===== src/rtl/accel_pkg.sv =====
// Shared constants and state encodings for the ADXL345 SPI sampler.
// Holds register addresses, command bits, init payloads and transfer lengths.
package accel_pkg;

  localparam logic [7:0] REG_DATA_FORMAT = 8'h31;
  localparam logic [7:0] REG_POWER_CTL   = 8'h2D;
  localparam logic [7:0] REG_DATAX0      = 8'h32;

  localparam logic [7:0] SPI_RD = 8'h80;
  localparam logic [7:0] SPI_MB = 8'h40;

  localparam logic [7:0] DATA_FORMAT_VAL = 8'h00;
  localparam logic [7:0] POWER_CTL_VAL   = 8'h08;

  localparam logic [7:0] CMD_READ_XY = SPI_RD | SPI_MB | REG_DATAX0;

  localparam logic [5:0] LEN_WRITE = 6'd16;
  localparam logic [5:0] LEN_READ  = 6'd40;

  typedef enum logic [2:0] {
    ST_RESET,
    ST_INIT_FMT,
    ST_INIT_PWR,
    ST_IDLE,
    ST_READ,
    ST_DONE
  } state_t;

  typedef enum logic [2:0] {
    SH_IDLE,
    SH_LEAD,
    SH_LOW,
    SH_HIGH,
    SH_GAP
  } shift_state_t;

  function automatic logic [31:0] sext16(input logic [15:0] v);
    return {{16{v[15]}}, v};
  endfunction

endpackage


===== src/rtl/accel_spi_shift.sv =====
// Generic SPI mode-3 shifter (up to 40 bits): MSB-first tx, last 32 rx bits kept.
// finish is combinational and marks the clk edge on which cs_n rises.
module accel_spi_shift
  import accel_pkg::*;
#(
  parameter int SCLK_HALF = 25
) (
  input  logic        clk,
  input  logic        rst,
  input  logic        start,
  input  logic [5:0]  len,
  input  logic [39:0] tx,
  input  logic        miso,
  output logic        cs_n,
  output logic        sclk,
  output logic        mosi,
  output logic        ready,
  output logic        finish,
  output logic [31:0] rx
);

  shift_state_t state_q, state_d;
  logic [31:0]  cnt_q, cnt_d;
  logic [5:0]   bits_q, bits_d;
  logic [39:0]  shreg_q, shreg_d;
  logic [31:0]  rx_q, rx_d;
  logic         cs_n_q, cs_n_d;
  logic         sclk_q, sclk_d;
  logic         mosi_q, mosi_d;
  logic         half_end;

  always_ff @(posedge clk) begin
    if (rst) begin
      state_q <= SH_IDLE;
      cnt_q   <= '0;
      bits_q  <= '0;
      shreg_q <= '0;
      rx_q    <= '0;
      cs_n_q  <= 1'b1;
      sclk_q  <= 1'b1;
      mosi_q  <= 1'b0;
    end else begin
      state_q <= state_d;
      cnt_q   <= cnt_d;
      bits_q  <= bits_d;
      shreg_q <= shreg_d;
      rx_q    <= rx_d;
      cs_n_q  <= cs_n_d;
      sclk_q  <= sclk_d;
      mosi_q  <= mosi_d;
    end
  end

  always_comb begin
    state_d  = state_q;
    cnt_d    = cnt_q + 32'd1;
    bits_d   = bits_q;
    shreg_d  = shreg_q;
    rx_d     = rx_q;
    cs_n_d   = cs_n_q;
    sclk_d   = sclk_q;
    mosi_d   = mosi_q;
    finish   = 1'b0;
    half_end = (cnt_q == 32'(SCLK_HALF - 1));
    case (state_q)
      SH_IDLE: begin
        cnt_d = '0;
        if (start) begin
          state_d = SH_LEAD;
          cs_n_d  = 1'b0;
          shreg_d = tx;
          bits_d  = len;
        end
      end
      SH_LEAD: begin
        if (half_end) begin
          state_d = SH_LOW;
          cnt_d   = '0;
          sclk_d  = 1'b0;
          mosi_d  = shreg_q[39];
          shreg_d = {shreg_q[38:0], 1'b0};
        end
      end
      SH_LOW: begin
        if (half_end) begin
          state_d = SH_HIGH;
          cnt_d   = '0;
          sclk_d  = 1'b1;
          rx_d    = {rx_q[30:0], miso};
          bits_d  = bits_q - 6'd1;
        end
      end
      SH_HIGH: begin
        if (half_end) begin
          cnt_d = '0;
          // The final high half doubles as the cs_n trailing delay.
          if (bits_q == 6'd0) begin
            state_d = SH_GAP;
            cs_n_d  = 1'b1;
            mosi_d  = 1'b0;
            finish  = 1'b1;
          end else begin
            state_d = SH_LOW;
            sclk_d  = 1'b0;
            mosi_d  = shreg_q[39];
            shreg_d = {shreg_q[38:0], 1'b0};
          end
        end
      end
      SH_GAP: begin
        if (cnt_q == 32'(2 * SCLK_HALF - 1)) begin
          state_d = SH_IDLE;
          cnt_d   = '0;
        end
      end
      default: state_d = SH_IDLE;
    endcase
  end

  assign ready = (state_q == SH_IDLE);
  assign cs_n  = cs_n_q;
  assign sclk  = sclk_q;
  assign mosi  = mosi_q;
  assign rx    = rx_q;

endmodule


===== src/rtl/accel_spi_sampler.sv =====
// ADXL345 poller: optional init writes, fixed-rate X/Y burst reads, sign-extended outputs.
// Define ACCEL_INIT_EN to run the DATA_FORMAT/POWER_CTL writes after reset.
module accel_spi_sampler
  import accel_pkg::*;
#(
  parameter int SCLK_HALF  = 25,
  parameter int SAMPLE_DIV = 50000
) (
  input  logic        clk,
  input  logic        rst,
  output logic        spi_cs_n,
  output logic        spi_sclk,
  output logic        spi_mosi,
  input  logic        spi_miso,
  output logic        sample_tick,
  output logic [31:0] x_out,
  output logic [31:0] y_out,
  output logic        busy,
  output logic        overrun,
  output logic        init_done
);

  state_t      state_q, state_d;
  logic        launched_q, launched_d;
  logic        init_done_q, init_done_d;
  logic        overrun_q, overrun_d;
  logic [31:0] rate_q, rate_d;
  logic [31:0] x_q, x_d;
  logic [31:0] y_q, y_d;
  logic        req;
  logic        shift_start;
  logic [5:0]  shift_len;
  logic [39:0] shift_tx;
  logic        shift_ready;
  logic        shift_finish;
  logic [31:0] shift_rx;

  accel_spi_shift #(.SCLK_HALF(SCLK_HALF)) u_shift (
    .clk    (clk),
    .rst    (rst),
    .start  (shift_start),
    .len    (shift_len),
    .tx     (shift_tx),
    .miso   (spi_miso),
    .cs_n   (spi_cs_n),
    .sclk   (spi_sclk),
    .mosi   (spi_mosi),
    .ready  (shift_ready),
    .finish (shift_finish),
    .rx     (shift_rx)
  );

  always_ff @(posedge clk) begin
    if (rst) begin
      state_q     <= ST_RESET;
      launched_q  <= 1'b0;
      init_done_q <= 1'b0;
      overrun_q   <= 1'b0;
      rate_q      <= '0;
      x_q         <= '0;
      y_q         <= '0;
    end else begin
      state_q     <= state_d;
      launched_q  <= launched_d;
      init_done_q <= init_done_d;
      overrun_q   <= overrun_d;
      rate_q      <= rate_d;
      x_q         <= x_d;
      y_q         <= y_d;
    end
  end

  always_comb begin
    state_d     = state_q;
    launched_d  = launched_q;
    init_done_d = init_done_q;
    overrun_d   = overrun_q;
    x_d         = x_q;
    y_d         = y_q;
    rate_d      = '0;
    req         = 1'b0;
    if (init_done_q) begin
      req    = (rate_q == 32'(SAMPLE_DIV - 1));
      rate_d = req ? 32'd0 : rate_q + 32'd1;
    end

    shift_len = LEN_READ;
    shift_tx  = {CMD_READ_XY, 32'h0};
    case (state_q)
      ST_INIT_FMT: begin
        shift_len = LEN_WRITE;
        shift_tx  = {REG_DATA_FORMAT, DATA_FORMAT_VAL, 24'h0};
      end
      ST_INIT_PWR: begin
        shift_len = LEN_WRITE;
        shift_tx  = {REG_POWER_CTL, POWER_CTL_VAL, 24'h0};
      end
      default: ;
    endcase

    // Start is held until the shifter leaves its inter-transfer gap.
    shift_start = (state_q inside {ST_INIT_FMT, ST_INIT_PWR, ST_READ}) && !launched_q;
    if (shift_start && shift_ready) launched_d = 1'b1;

    case (state_q)
      ST_RESET: begin
`ifdef ACCEL_INIT_EN
        state_d = ST_INIT_FMT;
`else
        state_d     = ST_IDLE;
        init_done_d = 1'b1;
`endif
      end
      ST_INIT_FMT: begin
        if (launched_q && shift_finish) begin
          state_d    = ST_INIT_PWR;
          launched_d = 1'b0;
        end
      end
      ST_INIT_PWR: begin
        if (launched_q && shift_finish) begin
          state_d     = ST_IDLE;
          launched_d  = 1'b0;
          init_done_d = 1'b1;
        end
      end
      ST_IDLE: begin
        if (req) begin
          state_d    = ST_READ;
          launched_d = 1'b0;
        end
      end
      ST_READ: begin
        if (launched_q && shift_finish) begin
          state_d    = ST_DONE;
          launched_d = 1'b0;
          x_d        = sext16({shift_rx[23:16], shift_rx[31:24]});
          y_d        = sext16({shift_rx[7:0], shift_rx[15:8]});
        end
      end
      ST_DONE: begin
        state_d    = req ? ST_READ : ST_IDLE;
        launched_d = 1'b0;
      end
      default: state_d = ST_RESET;
    endcase

    if (req && !(state_q inside {ST_IDLE, ST_DONE})) overrun_d = 1'b1;
  end

  assign sample_tick = (state_q == ST_DONE);
  assign x_out       = x_q;
  assign y_out       = y_q;
  assign overrun     = overrun_q;
  assign init_done   = init_done_q;
  assign busy        = !spi_cs_n || (state_q inside {ST_INIT_FMT, ST_INIT_PWR});

endmodule

===== config.mk =====
export PLATFORM = sky130hd
export DESIGN_NAME = accel_spi_sampler
export DESIGN_NICKNAME = d
export VERILOG_FILES = /design/src/rtl/accel_pkg.sv /design/src/rtl/accel_spi_shift.sv /design/src/rtl/accel_spi_sampler.sv
export SDC_FILE = /design/constraint.sdc
export NUM_CORES = 1
export LEC_CHECK = 0
export ABC_AREA = 1
export CORE_MARGIN = 2
export CORE_UTILIZATION = 60
export CTS_CLUSTER_DIAMETER = 60
export DETAILED_ROUTE_END_ITERATION = 8
export PLACE_DENSITY = 0.93
export SLEW_MARGIN = 20
export SYNTH_ARGS = -nofsm -noshare
export SYNTH_HDL_FRONTEND = slang
export SYNTH_SLANG_ARGS = --single-unit

===== constraint.sdc =====
create_clock -name clk -period 3 [get_ports clk]
set_input_delay 0.9 -clock clk [delete_from_list [all_inputs] [get_ports clk]]
set_output_delay 0.9 -clock clk [all_outputs]
set_load 0.01 [all_outputs]

==> flow_summary.json, run 1 <==
{
  "netlist.area_leader.share": 0.417,
  "clkPwrFrac": 0.388,
  "syn-cell-area_sq_um": 7640,
  "wl_per_cell_um": 12.9,
  "clock_latency_ps": 440,
  "wirelength_um": 17000,
  "setup_violations": 0,
  "top_level_ports": 74,
  "synth_nets": 1107,
  "viasPerCell": 5.35,
  "worstMarginPinSlew_ps": 551,
  "combPwrFrac": 0.205,
  "clock_skew_ps": 8.83,
  "p_seq_frac": 0.407,
  "antennaDiodeCount": 0,
  "ant_nets": 0,
  "syn_to_final_growth_pct": 16.2,
  "cp-end-kind": "output port",
  "die_area_sq_um": 13600,
  "cts_buffers": 17,
  "nNetsFinal": 1142,
  "drt_iter0_markers": 718,
  "max_freq_mhz": 363,
  "use_met2": 0.450,
  "die_h_um": 117,
  "port_buffers": 73,
  "p_int_w": 0.00389,
  "fin_crit_sh": 0.918,
  "syn_avg_cell_area_sq_um": 6.95,
  "synth_area_leaders": "dfxtp_1 42%, nor2_1 10%, nand2_1 9.8%",
  "yosysTopAreaCell": "dfxtp_1",
  "core_sq_um": 12500,
  "path_clk_slew_ps": 70,
  "period_needed_ps": 2750,
  "hold_viol_final": 0,
  "synthDistinctLibCells": 42,
  "grt_pass1_vias": 6306,
  "cts_hold_buffers": 0,
  "grt.total_usage": 0.258,
  "layout-drive-gt1-share": 0.0619,
  "cts_max_path_buffers": 2,
  "initial_core_util": 0.610,
  "maxCapViolCount": 0,
  "power_density_nw_per_um2": 647,
  "grt_overflow_total": 0,
  "grt_pass1_wl_um": 28200,
  "cts-root-buf": "clkbuf_16",
  "route.detailed.drc": 0,
  "cts_tree": "built",
  "synth_edf_count": 0,
  "ys_seq_elements": 159,
  "slew_headroom": 0.632,
  "antenna_found_initial": 0,
  "syn_inst": 1099,
  "synthArstFlopShare": 0,
  "cp-start-kind": "register",
  "fp.dieW_um": 117,
  "synth_ff_type": "dfxtp_1",
  "vias": 7057,
  "whs_ps": 443,
  "first_pass_iters": 5,
  "p_switching_w": 0.00185,
  "cts-resized-gates": 0,
  "crit_fanout": 5,
  "status": "complete, no violations",
  "rsz0062_at_grt": "no",
  "routabilityCongestion": 0.970,
  "criticalPathCategory": "register to output port",
  "tns_ps": 0,
  "cts_sinks": 159,
  "slew_viol_final": 0,
  "dp_hpwl_um": 11500,
  "synth_common_cells": "203 x nor2_1, 199 x nand2_1, 159 x dfxtp_1",
  "post_cts_buffers": 0,
  "swShare": 0.322,
  "critPathArrivalTime_ps": 1850,
  "worstPathRequired_ps": 2100,
  "use_met3": 0.0644,
  "ir_drop_v": 0.000555,
  "rows": 41,
  "grtUsageMet1": 0.313,
  "hold_path.class": "register to register",
  "yosysWarnings": 0,
  "grt_max_degree": 82,
  "p_leak_nw": 3.46,
  "post-synth-top-count-cell": "nor2_1",
  "h-tree-depth": 4,
  "seq_area_frac_synth": 0.417,
  "grt-busiest-layer": "met2"
}
-- power groups by stage --
stage	sequential, W	combinational (W)	clock, W
finish	0.00234	0.00118	0.00223
global route	0.00235	0.00134	0.00234
CTS	0.00233	0.00117	0.00224
detailed placement	0.00238	0.00115	0
global placement	0.00237	0.00111	0
floorplan	0.00236	0.000921	0
-- worst paths after layout --
kind                                        from                     end  slack (ps)  cells after the start
hold / removal             x_out[7]$_SDFFE_PP0P_   x_out[7]$_SDFFE_PP0P_         440                      2
setup reg to reg  u_shift.bits_q[0]$_SDFFE_PP0P_  x_out[13]$_SDFFE_PP0P_         590                     10
setup / recovery         state_q[1]$_SDFFE_PP0P_                    busy         250                      6
hold reg to reg            x_out[7]$_SDFFE_PP0P_   x_out[7]$_SDFFE_PP0P_         440                      2
-- cell usage in the layout, fill, tap and decap left out, types with 22 or more instances in the layout --
cell type / n
o21ai_0: 90
dfxtp_1: 159
nand3_1: 29
nand4_1: 22
nor2_1: 203
nor3_1: 35
xor2_1: 29
inv_1: 136
a21oi_1: 62
nand2_1: 199
clkdlybuf4s50_1: 73
-- critical path, stage by stage, from the launching register on --
cell	delay, ps
dfxtp_1	340
inv_1	110
nand3_1	140
nand2_1	150
inv_1	100
nand2_1	60
clkdlybuf4s50_1	520
-- state kept, by name, summed over array words and instances, names as in the netlist, 3 cells and up --
| register | cells |
|---|---|
| u_shift.state_q | 3 |
| u_shift.bits_q | 6 |
| y_out | 16 |
| u_shift.shreg_q | 13 |
| x_out | 16 |
| rate_q | 32 |
| u_shift.rx | 32 |
| u_shift.cnt_q | 32 |
| state_q | 3 |
-- metrics by stage --
step	worst slack [ps]	instances	utilization	cell area (sq um)	total power, W
finish	246	1319	0.709	8870	0.00574
global route	155	1319	0.709	8870	0.00604
CTS	97.9	1319	0.709	8870	0.00574
detailed placement	548	1287	0.660	8260	0.00352
global placement	594	1287	0.660	8260	0.00348
floorplan	1190	1099	-	7640	0.00328
-- layout make-up --
cell class              instances  area [sq um]
clock inverters                14           169
inverters                     144           542
well taps                     172           215
multi-input cells             734          3530
flip-flops and latches        159          3180
repair buffers                 78           793
clock buffers                  18           439
fillers                       954          3640
-- per-layer routing --
metal / vias up / part of all wire
met5: - / 0
met4: 0 / 0.024
met3: 45 / 0.060
met2: 262 / 0.49
met1: 3225 / 0.43
li1: 3525 / -
-- logic make-up (layout without fill, tap and decap cells) --
logic type                 count (synthesis)  in the layout  share of synthesized area
and+or+nand+nor                          517            517                      0.286
buffers and inverters                    206            254                      0.121
AOI/OAI and AO/OA                        174            174                      0.124
DFF                                      159            159                      0.417
xor gates and xnor gates                  38             38                     0.0436
adders and majority gates                  5              5                    0.00819
No activity file was read; power rests on OpenSTA's default activity.
==> inputs of run 2 (changes only) <==
--- a/config.mk
+++ b/config.mk
@@ -7,10 +7,11 @@
 export LEC_CHECK = 0
 export ABC_AREA = 1
 export CORE_MARGIN = 2
-export CORE_UTILIZATION = 60
+export CORE_UTILIZATION = 40
+export CTS_BUF_LIST = sky130_fd_sc_hd__clkbuf_4 sky130_fd_sc_hd__clkbuf_8 sky130_fd_sc_hd__clkbuf_16
 export CTS_CLUSTER_DIAMETER = 60
 export DETAILED_ROUTE_END_ITERATION = 8
-export PLACE_DENSITY = 0.93
+export PLACE_DENSITY = 0.69
 export SLEW_MARGIN = 20
 export SYNTH_ARGS = -nofsm -noshare
 export SYNTH_HDL_FRONTEND = slang
==> flow_summary.json, run 2 (synthesized netlist as in run 1, its figures left out) <==
{
  "status": "complete, no violations",
  "vias": 6662,
  "fin_area_sq_um": 8900,
  "swShare": 0.331,
  "reg2reg_depth": 11,
  "routabilityCongestion": 0.886,
  "whs_ps": 443,
  "slew_headroom": 0.632,
  "die_area_sq_um": 20200,
  "timing.rr.end": "u_shift.rx[24]$_SDFFE_PP0P_",
  "cts-root-buf": "clkbuf_16",
  "grt_overflow_total": 0,
  "die_h_um": 142,
  "min_delay_worst_endpoint": "y_out[14]$_SDFFE_PP0P_",
  "fp.dieW_um": 142,
  "worstMarginPinSlew_ps": 551,
  "route.detailed.drc": 0,
  "max_freq_mhz": 365,
  "path_cells": "inv_1, nand3_1, nand2_1, inv_1, nand2_1, clkdlybuf4s50_1",
  "power_density_nw_per_um2": 626,
  "h-tree-depth": 4,
  "cts_max_path_buffers": 2,
  "core_sq_um": 18700,
  "grt_pass1_vias": 5988,
  "port_buffers": 73,
  "cts-resized-gates": 0,
  "hold-path-cell-count": 2,
  "clock_skew_ps": 16.4,
  "first_pass_iters": 7,
  "drt_iter0_markers": 423,
  "antenna_found_initial": 0,
  "grt_max_degree": 82,
  "dp_hpwl_um": 11600,
  "rrSetupSlack_ps": 810,
  "slew_viol_final": 0,
  "post_cts_buffers": 0,
  "place_area_sq_um": 8330,
  "clock_latency_ps": 430,
  "fillCellCount": 1843,
  "worstPathRequired_ps": 2100,
  "hold_path.class": "register to register",
  "grt_pass1_wl_um": 27700,
  "cts_sinks": 159,
  "p_total_w": 0.00557,
  "period_needed_ps": 2740,
  "crit_fanout": 5,
  "p_seq_frac": 0.419,
  "fin_cells": 1382,
  "cts_tree": "built",
  "final_common_cell": "nor2_1",
  "wirelength_um": 16400,
  "p_leak_nw": 3.43,
  "rows": 50,
  "p_switching_w": 0.00185,
  "path_clk_slew_ps": 70,
  "combPwrFrac": 0.211,
  "r2r-start": "u_shift.cnt_q[0]$_SDFF_PP0_",
  "setup_violations": 0,
  "wl_per_cell_um": 11.9,
  "tns_ps": 0,
  "clkPwrFrac": 0.370,
  "initial_core_util": 0.408,
  "cts_buffers": 17,
  "syn_to_final_growth_pct": 16.5,
  "final_cell_mix": "203 x nor2_1, 199 x nand2_1, 159 x dfxtp_1",
  "critPathSlowestCell": "clkdlybuf4s50_1",
  "cp-end-kind": "output port",
  "grt.total_usage": 0.168,
  "cp-start-kind": "register",
  "dp.cells": 1350,
  "fin_crit_sh": 0.914,
  "ir_drop_v": 0.000422,
  "criticalPathCategory": "register to output port",
  "nNetsFinal": 1143,
  "p_int_w": 0.00373,
  "max_stage_delay_ps": 530,
  "maxCapViolCount": 0,
  "viasPerCell": 4.82,
  "critPathArrivalTime_ps": 1840,
  "cts_hold_buffers": 0,
  "hold_viol_final": 0,
  "top_level_ports": 74,
  "holdCritStartpoint": "y_out[14]$_SDFFE_PP0P_",
  "rsz0062_at_grt": "no",
  "ant_nets": 0,
  "layout-drive-gt1-share": 0.0618,
  "antennaDiodeCount": 0
}
## run 2: cell types whose count changed in the layout (fill, tap and decap cells not counted), moves of 2 or more
cell,before,now
inv_6,6,3
buf_4,3,5
clkbuf_4,0,2
bufinv_16,2,0
clkinv_4,2,5
## run 2: layout make-up
class,count,area (sq um),area share
flip-flops and latches,159,3180,0.358
clock inverters,13,123,0.0138
well taps,234,293,0.0329
repair buffers,79,788,0.0886
inverters,144,542,0.0609
clock buffers,19,440,0.0495
multi-input cells,734,3530,0.396
## run 2: worst max path at each step
stage	from	end	slack (ps)	cells past startpoint
final	state_q[1]$_SDFFE_PP0P_	busy	260	6
after global routing	state_q[2]$_SDFFE_PP0P_	busy	140	6
after CTS	state_q[1]$_SDFFE_PP0P_	busy	250	6
after detailed placement	rst	rate_q[16]$_SDFF_PP0_	520	6
after global placement	rst	rate_q[16]$_SDFF_PP0_	550	6
after floorplan	rst	rate_q[17]$_SDFF_PP0_	1190	6
## run 2: critical path: cells and delay by family (launching register included)
kind          cells  cell delay (ps)
buf+inv           3              730
flops             1              350
simple gates      3              350
## run 2: through the flow
| step | utilization | worst slack (ps) |
|---|---|---|
| finish | 0.476 | 259 |
| CTS | 0.476 | 250 |
| global placement | 0.445 | 550 |
| floorplan | - | 1190 |
| detailed placement | 0.445 | 520 |
| global route | 0.476 | 141 |
## run 2: power groups by stage
stage	clock network, W	registers [W]	logic [W]
CTS	0.00211	0.00233	0.00118
finish	0.00206	0.00234	0.00118
global route	0.00220	0.00235	0.00135
floorplan	0	0.00236	0.000921
global placement	0	0.00238	0.00115
detailed placement	0	0.00238	0.00117
## run 2: per-layer routing
metal / global-route usage / routed length [um]
met2: 0.280 / 7800
met1: 0.213 / 7710
met5: 0 / 0
met3: 0.0478 / 725
met4: 0.0489 / 194
==> inputs of run 3 (changes only) <==
--- a/config.mk
+++ b/config.mk
@@ -11,8 +11,9 @@
 export CTS_BUF_LIST = sky130_fd_sc_hd__clkbuf_4 sky130_fd_sc_hd__clkbuf_8 sky130_fd_sc_hd__clkbuf_16
 export CTS_CLUSTER_DIAMETER = 60
 export DETAILED_ROUTE_END_ITERATION = 8
-export PLACE_DENSITY = 0.69
+export PLACE_DENSITY = 0.68
 export SLEW_MARGIN = 20
 export SYNTH_ARGS = -nofsm -noshare
 export SYNTH_HDL_FRONTEND = slang
+export SYNTH_HIERARCHICAL = 1
 export SYNTH_SLANG_ARGS = --single-unit
==> flow_summary.json, run 3 <==
{
  "path_clk_slew_ps": 70,
  "first_pass_iters": 5,
  "antennaDiodeCount": 0,
  "register_area_sq_um": 3720,
  "dp_hpwl_um": 13100,
  "wirelength_um": 19300,
  "syn-cell-area_sq_um": 9260,
  "yosysWarnings": 6,
  "grtUsageMet1": 0.209,
  "multi_input_area_sq_um": 4610,
  "syn_to_final_growth_pct": 15.6,
  "ys_seq_elements": 186,
  "reg2reg_depth": 16,
  "syn_inst": 1360,
  "viasPerCell": 4.76,
  "cts-resized-gates": 0,
  "yosys.area_share.adder": 0.00676,
  "final_common_cell": "nand2_1",
  "worstPathRequired_ps": 2100,
  "synth_xor_xnor_area_share": 0.0303,
  "grt_pass1_vias": 7529,
  "final_cell_mix": "358 x nand2_1, 197 x nor2_1, 186 x dfxtp_1",
  "fp.dieW_um": 156,
  "post_cts_buffers": 0,
  "synth_ff_type": "dfxtp_1",
  "worstMarginPinSlew_ps": 949,
  "cts_hold_buffers": 0,
  "cts_sinks": 186,
  "grt-busiest-layer": "met2",
  "use_met2": 0.283,
  "largest_reg_flops": 40,
  "ant_nets": 0,
  "post-synth-top-count-cell": "nand2_1",
  "die_h_um": 156,
  "fillCellCount": 2240,
  "port_buffers": 73,
  "min_delay_worst_endpoint": "y_out[5]$_SDFFE_PP0P_",
  "synthMuxAreaShare": 0,
  "criticalPathCategory": "register to output port",
  "route.detailed.drc": 0,
  "drt_iter0_markers": 497,
  "antenna_found_initial": 0,
  "synth_compound_area_frac": 0.106,
  "ir_drop_v": 0.000473,
  "r2r-start": "state_q[1]$_SDFFE_PP0P_",
  "rrSetupSlack_ps": 700,
  "seq_area_frac_synth": 0.402,
  "die_area_sq_um": 24400,
  "holdCritStartpoint": "y_out[5]$_SDFFE_PP0P_",
  "power_density_nw_per_um2": 686,
  "grt_pass1_wl_um": 33600,
  "use_met3": 0.0250,
  "synth_common_cells": "358 x nand2_1, 197 x nor2_1, 186 x dfxtp_1",
  "synth_edf_count": 0,
  "top_level_ports": 74,
  "rows": 55,
  "initial_core_util": 0.408,
  "cp-end-kind": "output port",
  "p_leak_nw": 4.17,
  "slew_viol_final": 0,
  "p_total_w": 0.00734,
  "critPathArrivalTime_ps": 1970,
  "yosysTopAreaCell": "dfxtp_1",
  "setup_violations": 0,
  "cp-start-kind": "register",
  "h-tree-depth": 4,
  "cts-root-buf": "clkbuf_16",
  "synthArstFlopShare": 0,
  "synth_top_family_by_area": "simple AND/OR/NAND/NOR gates",
  "grt_max_degree": 53,
  "timing.rr.end": "u_shift/shreg_q[21]$_SDFFE_PP0P_",
  "synth-simple-area-share": 0.342,
  "cts_tree": "built",
  "hold-path-cell-count": 2,
  "clock_latency_ps": 440,
  "synthDistinctLibCells": 45,
  "synth_area_leaders": "dfxtp_1 40%, nand2_1 15%, nor2_1 8.0%",
  "syn_avg_cell_area_sq_um": 6.81,
  "vias": 8165,
  "cts_max_path_buffers": 2,
  "clock_skew_ps": 19.2,
  "cts_buffers": 17,
  "layout-drive-gt1-share": 0.0846,
  "hold_viol_final": 0,
  "wl_per_cell_um": 11.2,
  "maxCapViolCount": 0,
  "hold_path.class": "register to register",
  "largest_register": "u_shift/shreg_q",
  "netlist.area_leader.share": 0.402,
  "slew_headroom": 0.364,
  "period_needed_ps": 2870,
  "grt.total_usage": 0.163,
  "fin_crit_sh": 0.958,
  "crit_fanout": 4,
  "routabilityCongestion": 0.865,
  "tns_ps": 0,
  "rsz0062_at_grt": "no",
  "max_freq_mhz": 348,
  "nNetsFinal": 1426,
  "status": "complete, no violations",
  "core_sq_um": 22700,
  "grt_overflow_total": 0
}
[run 3: kinds of logic (layout without fill, tap and decap cells)]
group,Yosys count,in the layout
adder cells (fa/ha/maj),5,5
flip-flops,186,186
buffers and inverters,223,261
AO/OA/AOI/OAI,188,188
AND/OR/NAND/NOR,724,724
other,2,35
XOR/XNOR,32,32
[run 3: critical path, stage by stage, from the launching register on]
cell and delay (ps):
dfxtp_1 370, inv_1 90, nor3_1 420, clkdlybuf4s50_1 650
[run 3: area by class of cell]
cell class | count | share of cell area
clock inverters | 15 | 0.0187
inverters | 143 | 0.0503
flip-flops and latches | 186 | 0.348
repair buffers | 86 | 0.0786
clock buffers | 17 | 0.0398
multi-input cells | 984 | 0.431
well taps | 285 | 0.0333
[run 3: power by group]
part           switching [W]  total (W)  internal [W]  leakage (nW)
clock                0.00108    0.00237       0.00128         0.304
combinational        0.00135    0.00207      0.000723          2.36
sequential          0.000162    0.00290       0.00274          1.51
[run 3: worst max path at each step]
stage                            startpoint                                to  slack, ps
finish              state_q[0]$_SDFFE_PP0P_                       sample_tick        130
global route        state_q[2]$_SDFFE_PP0P_                       sample_tick         20
CTS                 state_q[0]$_SDFFE_PP0P_                       sample_tick        110
detailed placement                      rst              rate_q[2]$_SDFF_PP0_        220
global placement                        rst              rate_q[2]$_SDFF_PP0_        270
floorplan           state_q[2]$_SDFFE_PP0P_  u_shift/shreg_q[30]$_SDFFE_PP0P_       1110
[run 3: per-layer routing]
layer  routed length [um]  vias up  part of all wire
li1                     -     4333                 -
met1                 9470     3656              0.49
met2                 8850      154              0.46
met3                  735       22             0.038
met4                  243        0             0.013
met5                    0        -                 0
[run 3: through the flow]
step                cells  hold slack (ps)  setup WS [ps]  utilization  cell area (sq um)
global route         1716              465           23.3        0.471              10700
global placement     1684              433            270        0.444              10100
finish               1716              443            127        0.471              10700
detailed placement   1684              438            217        0.444              10100
floorplan            1393              429           1110            -               9380
CTS                  1716              449            115        0.471              10700
==> RTL edit 1 (settings of run 2) <==
Put a register stage on the outputs `sample_tick` and `busy`, with the module's reset. The values now appear one clock later. The other outputs are not delayed to match.
--- a/src/rtl/accel_spi_sampler.sv
+++ b/src/rtl/accel_spi_sampler.sv
@@ -148,11 +148,18 @@
     if (req && !(state_q inside {ST_IDLE, ST_DONE})) overrun_d = 1'b1;
   end
 
-  assign sample_tick = (state_q == ST_DONE);
   assign x_out       = x_q;
   assign y_out       = y_q;
   assign overrun     = overrun_q;
   assign init_done   = init_done_q;
-  assign busy        = !spi_cs_n || (state_q inside {ST_INIT_FMT, ST_INIT_PWR});
+  always_ff @(posedge clk) begin
+    if (rst) begin
+      sample_tick <= '0;
+      busy        <= '0;
+    end else begin
+      sample_tick <= (state_q == ST_DONE);
+      busy        <= !spi_cs_n || (state_q inside {ST_INIT_FMT, ST_INIT_PWR});
+    end
+  end
 
 endmodule
Formal check against the unedited RTL: same outputs for any inputs over 10 cycles, from zero or initial values and one cycle with rst high; that may be too few to reach the edited logic, so the function may still have changed.
==> RTL edit 1 against run 2 <==
Sequential cell count is 2 higher. Register-to-register slack worse by 80 ps. Clock skew is 6.6 ps lower. Power is 3.6% lower. Critical path depth is 5 lower. Final area is 0.65% higher. Largest power group unchanged. Setup slack better by 170 ps. Global-route usage is 0.067 points lower. Fmax is 6.4% higher. Wire length is 0.25% higher. Area after synthesis is 0.77% higher. Clock power is 5% higher. Synthesized cell count is 0.64% higher.
==> RTL edit 1: results (changes against run 2) <==
| Metric | Value |
|---|---|
| Worst Hold End | x_out[5]$_SDFFE_PP0P_ (was y_out[14]$_SDFFE_PP0P_) |
| R2R Setup Slk | 730 ps (was 810 ps) |
| CP max stage delay | 630 ps (was 530 ps) |
| Peak VDD IR | 530 uV (was 422 uV) |
| Final setup margin | 425 ps (was 259 ps) |
| WHS | 440 ps (was 443 ps) |
| WL met2 | 7570 um (was 7800 um) |
| Start point of the critical path | y_out[15]$_SDFFE_PP0P_ (was state_q[1]$_SDFFE_PP0P_) |
| Post-synthesis adder-cell area fraction | 0.813% (was 0.819%) |
| Met3 Resource Use GR | 4.23% (was 4.78%) |
| Initial DRC Count | 436 (was 423) |
| Status | finished clean (unchanged) |
| Synth Area in Compound Gates | 11.0% (was 12.4%) |
| Largest net degree at the start of global routing | 56 (was 82) |
| Worst-margin pin slew | 607 ps (was 551 ps) |
| Ranking of synthesized cells by area | dfxtp_1 42%, nor2_1 9.7%, nand2_1 9.5% (was dfxtp_1 42%, nor2_1 10%, nand2_1 9.8%) |
| Post-synth cell types | 40 (was 42) |
| Met1 usage | 21.0% (was 21.3%) |
| Number of global-route vias before repair | 6116 (was 5988) |
| CP arrival | 1680 ps (was 1840 ps) |
| Hold Path Origin | x_out[5]$_SDFFE_PP0P_ (was y_out[14]$_SDFFE_PP0P_) |
| Placed Cells | 1353 (was 1350) |
| CP max FO | 18 (was 5) |
| Sequential area share after synthesis | 41.9% (was 41.7%) |
| Synth Instances | 1106 (was 1099) |
| Top cells by instance count after synthesis | 198 x nor2_1, 194 x nand2_1, 161 x dfxtp_1 (was 203 x nor2_1, 199 x nand2_1, 159 x dfxtp_1) |
| Clock skew | 9.78 ps (was 16.4 ps) |
RTL edit 1: cell types whose count changed in the layout (fill, tap and decap cells not counted), moves of 4 or more:
| cell | delta |
|---|---|
| nor2_1 | -5 |
| nand2_1 | -5 |
| nor4_1 | +5 |
| inv_1 | +5 |
| inv_8 | -4 |
| nand3_1 | +21 |
| o21ai_0 | -8 |
| nand2_4 | +4 |
| a21oi_1 | +5 |
RTL edit 1: report_power, final:
| group | switching (mW) | total, mW | internal, mW |
|---|---|---|---|
| sequential | 0.0905 | 2.34 | 2.25 |
| clock | 0.895 | 2.17 | 1.28 |
| combinational | 0.589 | 0.860 | 0.270 |
| total | 1.57 | 5.37 | 3.80 |
RTL edit 1: layout make-up:
type                            instances  area, sq um  area share, %
Clock inverter                         12          131           1.47
Inverter                              145          544           6.08
Clock buffer                           20          460           5.14
Tap cell                              234          293           3.27
Timing Repair Buffer                   79          788           8.80
Sequential cell                       161         3220           36.0
Multi-Input combinational cell        734         3510           39.2
==> RTL edit 2 (settings of run 2) <==
Made on the original files. `SAMPLE_DIV`: 50000 -> 25000.
--- a/src/rtl/accel_spi_sampler.sv
+++ b/src/rtl/accel_spi_sampler.sv
@@ -4,7 +4,7 @@
   import accel_pkg::*;
 #(
   parameter int SCLK_HALF  = 25,
-  parameter int SAMPLE_DIV = 50000
+  parameter int SAMPLE_DIV = 25000
 ) (
   input  logic        clk,
   input  logic        rst,
Formal check against the unedited RTL: no difference found for any inputs over 10 cycles, from zero or initial values and one cycle with rst high; that may be too few to reach the edited logic, so the function may still have changed.
==> RTL edit 2 against run 2 <==
Sequential power barely moved. Setup slack got worse by 56 ps. Sequential share of layout area fell by 0.41 points. Hold slack improved by 2.4 ps. Area after synthesis rose by 1.6%. Final area rose by 1.2%. Synthesized cell count rose by 1.5%. Power fell by 3.4%. Sequential cell count did not move. Wire length rose by 3.5%. Non-clock buffer count rose by 2. Register-to-register slack got worse by 20 ps. Largest power group unchanged. Highest routed layer unchanged.
==> RTL edit 2: results (changes against run 2) <==
| Metric | Value |
|---|---|
| Status | finished clean (unchanged) |
| GRT Resource Usage Total | 16.7% (was 16.8%) |
| CTS root buffer | clkbuf_16 (unchanged) |
| Clk Latency, worst-skew pair | about 420 ps |
| Global-route wire length before repair | 27600 um (was 27700 um) |
| Ys flop type | dfxtp_1 (unchanged) |
| Via count | 6761 (was 6662) |
| Top cells by instance count after synthesis | 225 x nor2_1, 212 x nand2_1, 159 x dfxtp_1 (was 203 x nor2_1, 199 x nand2_1, 159 x dfxtp_1) |
| Start point of the critical path | state_q[0]$_SDFFE_PP0P_ (was state_q[1]$_SDFFE_PP0P_) |
| Layout cell share with drive strength beyond 1 | 6.19% (was 6.18%) |
| Post-route ant nets | 0 (unchanged) |
| Clock transition at path regs | about 60 ps |
| Drt first pass iters | 5 (was 7) |
| Top Metal Used | met4 (unchanged) |
| Yosys warns | 0 (unchanged) |
| Initial antenna violation count | 0 (unchanged) |
| Post-synth cell types | 43 (was 42) |
| Postcts setup bufs | 0 (unchanged) |
| R2r startpoint | u_shift.cnt_q[3]$_SDFF_PP0_ (was u_shift.cnt_q[0]$_SDFF_PP0_) |
| Largest net degree at the start of global routing | 65 (was 82) |
| CP max FO | 4 (was 5) |
| CP arrival | 1900 ps (was 1840 ps) |
| WL met1 | 8130 um (was 7710 um) |
| GP Congestion | 0.902 (was 0.886) |
| Syn Nets | 1124 (was 1107) |
| DP Worst Slack | 483 ps (was 520 ps) |
| Post-synth ARST share | 0% (unchanged) |
| Clock skew | 9.12 ps (was 16.4 ps) |
| Drt wl/cell | 11.9 um (about the same) |
| CP max stage delay | 620 ps (was 530 ps) |
| WL met2 | 7890 um (was 7800 um) |
| Detail Placement HPWL | 12100 um (was 11600 um) |
| Clk buf depth | 2 (unchanged) |
| Hold Path Origin | x_out[8]$_SDFFE_PP0P_ (was y_out[14]$_SDFFE_PP0P_) |
| Master of the slowest instance on the critical path | clkdlybuf4s50_1 (unchanged) |
| Number of global-route vias before repair | 5856 (was 5988) |
| # nets final | 1158 (was 1143) |
| Sequential area share after synthesis | 41.0% (was 41.7%) |
| DRC | 0 (unchanged) |
| Port bufs | 73 (unchanged) |
| Met3 WL | 808 um (was 725 um) |
| Worst Hold Class | reg -> reg (unchanged) |
| Worst slew margin | 59.1% (was 63.2%) |
| Ranking of synthesized cells by area | dfxtp_1 41%, nor2_1 11%, nand2_1 10% (was dfxtp_1 42%, nor2_1 10%, nand2_1 9.8%) |
| Initial DRC Count | 332 (was 423) |
| Leak | 3.39 nW (was 3.43 nW) |
| Peak VDD IR | 486 uV (was 422 uV) |
| CTS Buf Count | 17 (unchanged) |
[RTL edit 2: layout make-up]
| cell class | instances | area [sq um] |
|---|---|---|
| fill | 1927 | 9890 |
| multi-input combinational | 758 | 3610 |
| sequential | 159 | 3180 |
| timing repair buffer | 81 | 791 |
| inverter | 133 | 504 |
| clock buffer | 21 | 480 |
| tap | 260 | 325 |
| clock inverter | 11 | 103 |
[RTL edit 2: worst paths after layout]
| check | endpoint | slack, ps | cells past startpoint |
|---|---|---|---|
| max | sample_tick | 200 | 3 |
| min | x_out[8]$_SDFFE_PP0P_ | 450 | 2 |
| max reg2reg | y_out[1]$_SDFFE_PP0P_ | 790 | 11 |
| min reg2reg | x_out[8]$_SDFFE_PP0P_ | 450 | 2 |
[RTL edit 2: cell families (layout without fill, tap and decap cells)]
family,after synthesis,count (layout),synth area share (%)
adder cells (fa/ha/maj),5,5,0.806
flip-flops,159,159,41.0
AND/OR/NAND/NOR,543,543,29.4
buffers and inverters,199,246,12.5
XOR/XNOR,40,40,4.51
AO/OA/AOI/OAI,170,170,11.8
[RTL edit 2: critical path, delay by kind of cell, from the launching register on]
kind          cells  cell delay (ps)
buf+inv           2              730
flops             1              420
simple gates      1              330
[RTL edit 2: per-layer routing]
metal / up-vias / GRT usage, %
li1: 3575 / -
met1: 3028 / 22.2
met2: 143 / 26.7
met3: 15 / 4.03
met4: 0 / 5.31
met5: - / 0
[RTL edit 2: power breakdown]
| group | leakage [nW] | switching (mW) | internal [mW] |
|---|---|---|---|
| logic | 1.83 | 0.605 | 0.320 |
| clock network | 0.282 | 0.882 | 1.23 |
| registers | 1.28 | 0.104 | 2.24 |
[RTL edit 2: metrics by stage]
step           cell area (sq um)  power (mW)  std cells  utilization (%)
2_1_floorplan               7760        3.10       1116                -
3_3_place_gp                8410        3.29       1391             44.5
3_5_place_dp                8410        3.31       1391             44.5
4_1_cts                     8990        5.44       1423             47.6
5_1_grt                     9000        5.66       1423             47.6
6_report                    9000        5.38       1423             47.6
[RTL edit 2: timing repair]
action / CTS / global route
hold endpoints to repair: 0 / 0
endpoints found under the setup margin: 0 / 1
hold buffers: 0 / 0
resized for setup: 0 / 1
